===== src/rtl/sdram_rd_arbiter_if.sv =====
// Read-port handshake bundle shared by the requesters and the SDRAM controller:
// rd/addr_x16 request, rdy/rdata level data valid, ack one-cycle consume.
interface sdram_rd_arbiter_if;
  localparam int unsigned ADDR_W = 24;
  localparam int unsigned DATA_W = 16;

  logic              rd;
  logic [ADDR_W-1:0] addr_x16;
  logic              ack;
  logic              rdy;
  logic [DATA_W-1:0] rdata;

  // master issues requests and consumes data; slave serves them
  modport master (output rd, output addr_x16, output ack, input rdy, input rdata);
  modport slave  (input rd, input addr_x16, input ack, output rdy, output rdata);
endinterface


===== src/rtl/sdram_rd_arbiter.sv =====
// Two-master SDRAM read-port arbiter: master 0 (scanout) has priority over master 1.
// Define SDRAM_ARB_FAIRNESS_EN to bound master-1 starvation to MAX_M0_RUN m0 grants.
module sdram_rd_arbiter #(
  parameter int unsigned MAX_M0_RUN = 4
) (
  input  logic                     clk_i,
  input  logic                     rst_i,
  sdram_rd_arbiter_if.slave        m0,
  sdram_rd_arbiter_if.slave        m1,
  sdram_rd_arbiter_if.master       sdram,
  output logic [1:0]               grant_o
);

  localparam int unsigned ADDR_W = 24;
  localparam int unsigned RUN_W  = 4;

  if (MAX_M0_RUN < 1 || MAX_M0_RUN > 15) begin : g_bad_max_run
    $error("MAX_M0_RUN must lie within 1..15");
  end

  typedef enum logic [1:0] {
    IDLE    = 2'd0,
    GNT0    = 2'd1,
    GNT1    = 2'd2,
    RELEASE = 2'd3
  } state_e;

  state_e            state_q, state_d;
  logic              sdram_rd_q, sdram_rd_d;
  logic [ADDR_W-1:0] addr_q, addr_d;
  logic [1:0]        grant_q, grant_d;
  logic              pick0_c, pick1_c;
  logic              ack_c;

`ifdef SDRAM_ARB_FAIRNESS_EN
  localparam logic [RUN_W-1:0] RUN_LIMIT = RUN_W'(MAX_M0_RUN);

  logic [RUN_W-1:0] run0_q, run0_d;
  logic             force1_c;

  assign force1_c = m1.rd && (run0_q == RUN_LIMIT);
`endif

  // Arbitration decision, only meaningful in IDLE
  always_comb begin
    pick0_c = 1'b0;
    pick1_c = 1'b0;
    if (state_q == IDLE) begin
`ifdef SDRAM_ARB_FAIRNESS_EN
      if (force1_c)      pick1_c = 1'b1;
      else if (m0.rd)    pick0_c = 1'b1;
      else if (m1.rd)    pick1_c = 1'b1;
`else
      if (m0.rd)         pick0_c = 1'b1;
      else if (m1.rd)    pick1_c = 1'b1;
`endif
    end
  end

`ifdef SDRAM_ARB_FAIRNESS_EN
  // Counts m0 grants that overtook a waiting m1; never passes RUN_LIMIT
  always_comb begin
    run0_d = run0_q;
    if (state_q == IDLE) begin
      if (pick1_c || !m1.rd) run0_d = '0;
      else if (pick0_c)      run0_d = run0_q + RUN_W'(1);
    end
  end
`endif

  // Zero-latency data path; an aborted read is drained by acking it here
  always_comb begin
    m0.rdy   = 1'b0;
    m0.rdata = '0;
    m1.rdy   = 1'b0;
    m1.rdata = '0;
    ack_c    = 1'b0;
    case (state_q)
      GNT0: begin
        m0.rdy   = sdram.rdy & m0.rd;
        m0.rdata = sdram.rdata;
        ack_c    = sdram.rdy & (m0.ack | ~m0.rd);
      end
      GNT1: begin
        m1.rdy   = sdram.rdy & m1.rd;
        m1.rdata = sdram.rdata;
        ack_c    = sdram.rdy & (m1.ack | ~m1.rd);
      end
      default: ;
    endcase
  end

  always_comb begin
    state_d    = state_q;
    sdram_rd_d = sdram_rd_q;
    addr_d     = addr_q;
    grant_d    = grant_q;
    case (state_q)
      IDLE: begin
        if (pick0_c) begin
          state_d    = GNT0;
          sdram_rd_d = 1'b1;
          addr_d     = m0.addr_x16;
          grant_d    = 2'b01;
        end else if (pick1_c) begin
          state_d    = GNT1;
          sdram_rd_d = 1'b1;
          addr_d     = m1.addr_x16;
          grant_d    = 2'b10;
        end
      end
      GNT0, GNT1: begin
        if (ack_c) begin
          state_d    = RELEASE;
          sdram_rd_d = 1'b0;
          grant_d    = 2'b00;
        end
      end
      RELEASE: state_d = IDLE;
      default: state_d = IDLE;
    endcase
  end

  always_ff @(posedge clk_i or posedge rst_i) begin
    if (rst_i) begin
      state_q    <= IDLE;
      sdram_rd_q <= 1'b0;
      addr_q     <= '0;
      grant_q    <= 2'b00;
`ifdef SDRAM_ARB_FAIRNESS_EN
      run0_q     <= '0;
`endif
    end else begin
      state_q    <= state_d;
      sdram_rd_q <= sdram_rd_d;
      addr_q     <= addr_d;
      grant_q    <= grant_d;
`ifdef SDRAM_ARB_FAIRNESS_EN
      run0_q     <= run0_d;
`endif
    end
  end

  assign sdram.rd       = sdram_rd_q;
  assign sdram.addr_x16 = addr_q;
  assign sdram.ack      = ack_c;
  assign grant_o        = grant_q;

endmodule


===== src/flat_wrapper.sv =====
// flat-port wrapper written by rule: the top's interface ports become plain ports
module sdram_rd_arbiter_flat 
#(
  parameter int unsigned MAX_M0_RUN = 4
)
  (clk_i, rst_i, grant_o, m0_rd, m0_addr_x16, m0_ack, m0_rdy, m0_rdata, m1_rd, m1_addr_x16, m1_ack, m1_rdy, m1_rdata, sdram_rd, sdram_addr_x16, sdram_ack, sdram_rdy, sdram_rdata);
  sdram_rd_arbiter_if m0_i ();
  sdram_rd_arbiter_if m1_i ();
  sdram_rd_arbiter_if sdram_i ();
  input  logic clk_i;
  input  logic rst_i;
  output logic [1:0] grant_o;
  input wire logic [$bits(m0_i.rd)-1:0] m0_rd;
  input wire logic [$bits(m0_i.addr_x16)-1:0] m0_addr_x16;
  input wire logic [$bits(m0_i.ack)-1:0] m0_ack;
  output wire logic [$bits(m0_i.rdy)-1:0] m0_rdy;
  output wire logic [$bits(m0_i.rdata)-1:0] m0_rdata;
  input wire logic [$bits(m1_i.rd)-1:0] m1_rd;
  input wire logic [$bits(m1_i.addr_x16)-1:0] m1_addr_x16;
  input wire logic [$bits(m1_i.ack)-1:0] m1_ack;
  output wire logic [$bits(m1_i.rdy)-1:0] m1_rdy;
  output wire logic [$bits(m1_i.rdata)-1:0] m1_rdata;
  output wire logic [$bits(sdram_i.rd)-1:0] sdram_rd;
  output wire logic [$bits(sdram_i.addr_x16)-1:0] sdram_addr_x16;
  output wire logic [$bits(sdram_i.ack)-1:0] sdram_ack;
  input wire logic [$bits(sdram_i.rdy)-1:0] sdram_rdy;
  input wire logic [$bits(sdram_i.rdata)-1:0] sdram_rdata;
  assign m0_i.rd = m0_rd;
  assign m0_i.addr_x16 = m0_addr_x16;
  assign m0_i.ack = m0_ack;
  assign m0_rdy = m0_i.rdy;
  assign m0_rdata = m0_i.rdata;
  assign m1_i.rd = m1_rd;
  assign m1_i.addr_x16 = m1_addr_x16;
  assign m1_i.ack = m1_ack;
  assign m1_rdy = m1_i.rdy;
  assign m1_rdata = m1_i.rdata;
  assign sdram_rd = sdram_i.rd;
  assign sdram_addr_x16 = sdram_i.addr_x16;
  assign sdram_ack = sdram_i.ack;
  assign sdram_i.rdy = sdram_rdy;
  assign sdram_i.rdata = sdram_rdata;
  sdram_rd_arbiter #(.MAX_M0_RUN(MAX_M0_RUN)) u_core (.clk_i(clk_i), .rst_i(rst_i), .m0(m0_i), .m1(m1_i), .sdram(sdram_i), .grant_o(grant_o));
endmodule

===== config.mk =====
export PLATFORM = sky130hd
export DESIGN_NAME = sdram_rd_arbiter_flat
export DESIGN_NICKNAME = d
export VERILOG_FILES = /design/src/rtl/sdram_rd_arbiter_if.sv /design/src/rtl/sdram_rd_arbiter.sv /design/src/flat_wrapper.sv
export SDC_FILE = /design/constraint.sdc
export NUM_CORES = 1
export LEC_CHECK = 0
export ABC_AREA = 1
export BUFFER_PORTS_ARGS = -buffer_cell sky130_fd_sc_hd__clkbuf_2
export CELL_PAD_IN_SITES_DETAIL_PLACEMENT = 0
export CELL_PAD_IN_SITES_GLOBAL_PLACEMENT = 1
export CORE_UTILIZATION = 26
export DETAILED_ROUTE_END_ITERATION = 10
export GPL_TIMING_DRIVEN = 0
export PLACE_DENSITY = 0.89
export SLEW_MARGIN = 25
export SYNTH_ARGS = -nofsm -noshare
export SYNTH_HDL_FRONTEND = slang
export SYNTH_SLANG_ARGS = --single-unit
export TNS_END_PERCENT = 50

===== constraint.sdc =====
create_clock -name clk_i -period 2.1 [get_ports clk_i]
set_input_delay 0.525 -clock clk_i [delete_from_list [all_inputs] [get_ports clk_i]]
set_output_delay 0.525 -clock clk_i [all_outputs]
set_load 0.05 [all_outputs]

Word-level counts from Yosys, hierarchy flattened
Index checks and enable logic that the tools add are counted.
{ "word_totals": {"elab_cells": 46, "output_inout_bits": 62, "reg_bits": 29, "in_bits": 71} }
{ "classes": {"n_eq_ne": 5, "reduce_logical": 7, "n_mux": 22, "n_bitwise": 8} }
{ "op_table": {"columns": ["cell", "n"], "rows": [
  ["$mux W24", 2],
  ["$mux W16", 2],
  ["$mux W1", 10],
  ["$mux W2", 4],
  ["$pmux W2 S3", 1],
  ["$and A1 B1 Y1", 4],
  ["$eq A2 B2 Y1 const B", 2],
  ["$pmux W1 S2", 2],
  ["$pmux W2 S2", 1],
  ["$reduce_and A2 Y1", 2],
  ["$reduce_bool A2 Y1", 2],
  ["$ne A3 B1 Y1 const B", 1],
  ["$reduce_and A3 Y1", 1],
  ["$eq A2 B1 Y1 const B", 1],
  ["$logic_not A2 Y1", 1],
  ["$ne A2 B2 Y1 const B", 1],
  ["$not A1 Y1", 2],
  ["$or A1 B1 Y1", 2],
  ["$reduce_or A2 Y1", 1]
]} }

Depth between registers and ports, before layout
{ "logic_depth": {"ltp_word": 6, "ltp_mapped": 9} }

Worst setup path after synthesis
No wires, ideal clock.
{ "synth_timing": {"path_type": "register to output", "startpoint": "register u_core.state_q[0]", "endpoint": "output port m1_rdy", "arrival_time_ns": 1.797, "setup_slack_ns": -0.222, "required_time_ns": 1.575, "n_path_buf": 0, "stages_incl_launch_ff": 5, "path_cell_list": "dfrtp_1 > inv_1 > ha_1 > inv_1 > nor3_1"} }
{ "synth_via": {"elab_chain_len": 2} }
{ "synth_lines": {"columns": ["element", "line", "source"], "rows": [
  ["start: declaration", "sdram_rd_arbiter.sv:28", "state_e state_q, state_d;"],
  ["start signal: assignment", "sdram_rd_arbiter.sv:134", "state_q <= state_d;"],
  ["$eq A2 B2 Y1", "sdram_rd_arbiter.sv:78", "case (state_q)"],
  ["$mux W1", "sdram_rd_arbiter.sv:78", null],
  ["end: declaration", "flat_wrapper.sv:21", "output wire logic [$bits(m1_i.rdy)-1:0] m1_rdy;"]
]} }
No other way between the ends.

Worst setup path after layout
{ "layout_timing": {"startpoint": "register u_core.state_q[0]", "endpoint": "output port sdram_ack"} }
{ "layout_via": {"elab_chain_len": 2} }
{ "layout_lines": {"columns": ["element", "line", "source"], "rows": [
  ["$eq A2 B2 Y1 or $eq A2 B1 Y1 (tied branches)", "sdram_rd_arbiter.sv:78", null],
  ["$pmux W1 S2 (*)", "sdram_rd_arbiter.sv:78", null],
  ["end: declaration", "flat_wrapper.sv:25", "output wire logic [$bits(sdram_i.ack)-1:0] sdram_ack;"]
]} }
Mark *: on every way between the ends. The rest lies on a longest branch, timed or not.

==> results by group <==
Layout
  – Number of nets in the layout: 470
  – Layout cell share with drive strength beyond 1: between 40% and 50%
  – Relative area change from synthesis to final layout: 57.08%
  – Combined area of the multi-input logic cells: 752.0 µm²
  – Fill cells: roughly 700
  – Post-route core utilization: a little over two fifths
  – Final Instance Count excl. Fillers: 470
  – Antenna diode count: 0
  – Area occupied by registers: 728.2 µm²

Global routing
  – Antenna violations before repair: 0
  – Sum of overflow across all layers after global routing: 0
  – Total track usage: 15.88%
  – GRT met2 Usage: 28.99%
  – Global route hottest layer: met2
  – Via count of the first global-routing pass: roughly 2000
  – Global Route met1 Usage: around 17%
  – Largest net degree at the start of global routing: 30
  – Global-route wire length before repair: between 9 and 10 mm
  – M3 GR Usage: 5.801%

STA
  – Remaining max-slew budget at the tightest pin: 57.36%
  – Final-report hold violation count: 0
  – Ratio of final minimum period to clock period: 96.75%
  – Achievable Freq: 0.4922 GHz
  – Final setup TNS: 0 ns
  – Unrepaired setup endpoints after global routing: false
  – Final setup violating endpoints: 0
  – Worst Clk Skew: 0.003248 ns
  – Transition time of the tightest slew-check pin: roughly 0.64 ns
  – Final critical-path required period: 2.032 ns
  – Worst hold slack after final layout: ~0.31 ns
  – Final Max Slew Viols: 0

Routing
  – Vias/cell: approximately 4.4
  – Post-detailed-route count of antenna-violating nets: 0
  – Number of DRC markers after the initial detailed-route iteration: a little over 60
  – Detailed Routing Iterations Pass 1: 7
  – Avg WL per Cell: ~12 µm
  – Final routed wirelength across all metal layers: approximately 5.4 mm
  – Remaining DRCs: 12
  – Via count of the routed design: 2059

Clock tree
  – Clock net sink count: 29
  – CTS tree: done
  – Worst-Skew Late Latency: 0.28 ns
  – Number of hold-repair buffers added at the cts stage: 0
  – CTS clk-pin slew, worst paths: 0.07 ns
  – CTS H-tree depth: 2
  – CTS buffer count: 5
  – Clock tree root buffer cell: sky130_fd_sc_hd__clkbuf_8
  – Clock tree buffer depth: 2

Synth
  – Count of yosys warnings during synthesis: 0
  – Sequential-to-total area share from yosys stat: 41.08%
  – Number of library cell types mapped by synthesis: 16
  – Post-synthesis instance total: between 200 and 300
  – Post-synthesis net count: 329
  – Synthesized flop and latch total: 29
  – Synthesized area per cell: 7.011 µm²
  – Post-synthesis cell area: 0.001767 mm²

Worst setup path
  – Worst reg2reg path depth: 8
  – Worst setup path category: flip-flop to output port
  – Worst setup SP type: flip-flop
  – Top delay family on crit path: buffers and inverters
  – Logic depth of the worst setup path including buffers: 6
  – Maximum single-stage delay on the critical path: approximately 0.39 ns
  – CP max FO: 4
  – CP Buf/Inv Count: 4
  – Crit. End Element: output port
  – Slowest cell on the critical path: sky130_fd_sc_hd__dfrtp_2
  – CP cell instances: inv_4 > buf_4 > ha_4 > inv_1 > nor2_2 > buf_8
  – CP Data Arrival Time: 1.51 ns
  – Required time at the worst-slack endpoint: 1.57 ns

Place
  – Number of cells after detailed placement: roughly 460
  – Final weighted congestion of routability-driven global placement: 0.7509
  – Detailed Place HPWL: 4.093 mm
  – Number of buffers inserted by port buffering: 132

Run status
  – Failing checks: DRC
  – Status: complete, but fails checks

Pwr
  – Part of the power in the clock network: under 10%
  – Relative contribution of combinational cells to total power: between 70% and 80%
  – Flop pwr share: 20.2%
  – Switching power: 2.851 mW
  – Power density of the placed cells: 1777 mW/mm²
  – Static leakage power: around 1.8 nW
  – Switch share: 57.81%
  – P_int: 2.081 mW
  – VDD IR-drop max: a little under 0.0008 V

Floorplan
  – Die height: 84.43 µm
  – Die Span X: 84.43 µm
  – Count of standard-cell rows: 29
  – Core region area: 0.006459 mm²
  – Total die area: 0.007128 mm²
  – Initial Util: about 27%
  – Top-level port count: roughly 130

Flow run
  – Maxcap violations: 0

Hold path
  – Class of the tightest hold or removal check: input port to asynchronous set/reset pin
-- metal layers --
metal  wire length, µm  vias to the layer above
met5                 0                        -
met4                68                        0
met1              2140                      892
met2              2606                      109
met3               615                        8
li1                  -                     1050
-- flip-flops by register name, indices dropped and copies added (netlist names) --
signal                 flops
u_core.state_q             2
u_core.grant_o             2
u_core.sdram.addr_x16     24
u_core.sdram.rd            1
-- per-stage QoR --
| step | cell area, µm² | setup slack (ns) | total power [mW] |
|---|---|---|---|
| after detailed placement | 2529 | -0.08434 | 4.226 |
| final | 2775 | 0.06825 | 4.933 |
| after floorplan | 1772 | 0.01581 | 3.480 |
| after CTS | 2708 | 0.006890 | 4.843 |
| after global routing | 2775 | 0.0003881 | 5.277 |
| after global placement | 2529 | -0.06882 | 4.199 |
-- cell type report --
class	count	area share (%)
Sequential cell	29	26.24
Inverter	69	9.423
Multi-Input combinational cell	141	27.10
Clock buffer	7	3.111
Tap cell	77	3.472
Buffer	11	3.201
Timing Repair Buffer	136	27.46
-- layout by cell type, fill, tap and decap left out --
master                     count
sky130_fd_sc_hd__buf_6         8
sky130_fd_sc_hd__ha_2          1
sky130_fd_sc_hd__o21ai_0      26
sky130_fd_sc_hd__nand4_1       2
sky130_fd_sc_hd__nor2_2        1
sky130_fd_sc_hd__inv_1        65
sky130_fd_sc_hd__nor3_2        1
sky130_fd_sc_hd__nor2_1       25
sky130_fd_sc_hd__nand3_2       2
sky130_fd_sc_hd__buf_2         2
sky130_fd_sc_hd__clkbuf_1      3
sky130_fd_sc_hd__clkbuf_2    111
sky130_fd_sc_hd__o22ai_1      24
sky130_fd_sc_hd__dfrtp_2       2
sky130_fd_sc_hd__ha_1          2
sky130_fd_sc_hd__dfrtp_1      27
sky130_fd_sc_hd__o21a_1        1
sky130_fd_sc_hd__clkbuf_4     13
sky130_fd_sc_hd__buf_8         1
sky130_fd_sc_hd__inv_4         1
sky130_fd_sc_hd__buf_4        10
sky130_fd_sc_hd__inv_2         3
sky130_fd_sc_hd__nand2_1      47
sky130_fd_sc_hd__ha_4          3
sky130_fd_sc_hd__nand3_1       6
sky130_fd_sc_hd__clkbuf_8      6
-- logic make-up after synthesis --
| family | Yosys count | share of synthesized area (%) |
|---|---|---|
| adder cells (fa/ha/maj) | 6 | 4.249 |
| AND/OR/NAND/NOR | 84 | 18.77 |
| AO/OA/AOI/OAI | 51 | 16.29 |
| buffers and inverters | 82 | 19.62 |
| flip-flops | 29 | 41.08 |
-- Yosys cell counts --
cell type	instances	area (µm²)
sky130_fd_sc_hd__buf_2	4	20.02
sky130_fd_sc_hd__buf_4	1	7.510
sky130_fd_sc_hd__buf_6	4	45.04
sky130_fd_sc_hd__clkbuf_1	4	15.01
sky130_fd_sc_hd__dfrtp_1	29	725.7
sky130_fd_sc_hd__ha_1	6	75.07
sky130_fd_sc_hd__inv_1	68	255.2
sky130_fd_sc_hd__inv_2	1	3.750
sky130_fd_sc_hd__nand2_1	47	176.4
sky130_fd_sc_hd__nand3_1	8	40.04
sky130_fd_sc_hd__nand4_1	2	12.51
sky130_fd_sc_hd__nor2_1	26	97.59
sky130_fd_sc_hd__nor3_1	1	5.000
sky130_fd_sc_hd__o21a_1	1	7.510
sky130_fd_sc_hd__o21ai_0	26	130.1
sky130_fd_sc_hd__o22ai_1	24	150.1
-- what timing repair did --
| item | 4_1_cts | 5_1_grt |
|---|---|---|
| setup buffers | 2 | 2 |
| resized for setup | 30 | 20 |
| setup endpoints to repair | 34 | 22 |
| pin swaps | 1 | 1 |
-- path summary, 6_finish.rpt --
check,startpoint,endpoint,slack [ns]
hold / removal,rst_i,u_core.sdram.addr_x16[4],0.31
setup / recovery,u_core.state_q[0],sdram_ack,0.07
hold reg to reg,u_core.sdram.rd,u_core.sdram.rd,0.47
max in group asynchronous,rst_i,u_core.state_q[1],1.34
min in group clk_i,u_core.sdram.rd,u_core.sdram.rd,0.47
setup reg to reg,u_core.state_q[0],u_core.sdram.addr_x16[13],0.58
-- power by group through the flow --
stage	registers [mW]	clock network [mW]	logic [mW]
after CTS	0.981	0.491	3.37
after global routing	1.03	0.511	3.74
after floorplan	1.83	0	1.65
after detailed placement	0.987	0	3.24
final	0.994	0.480	3.46
after global placement	0.991	0	3.21
Note: power is estimated with default switching activity, not from simulation.
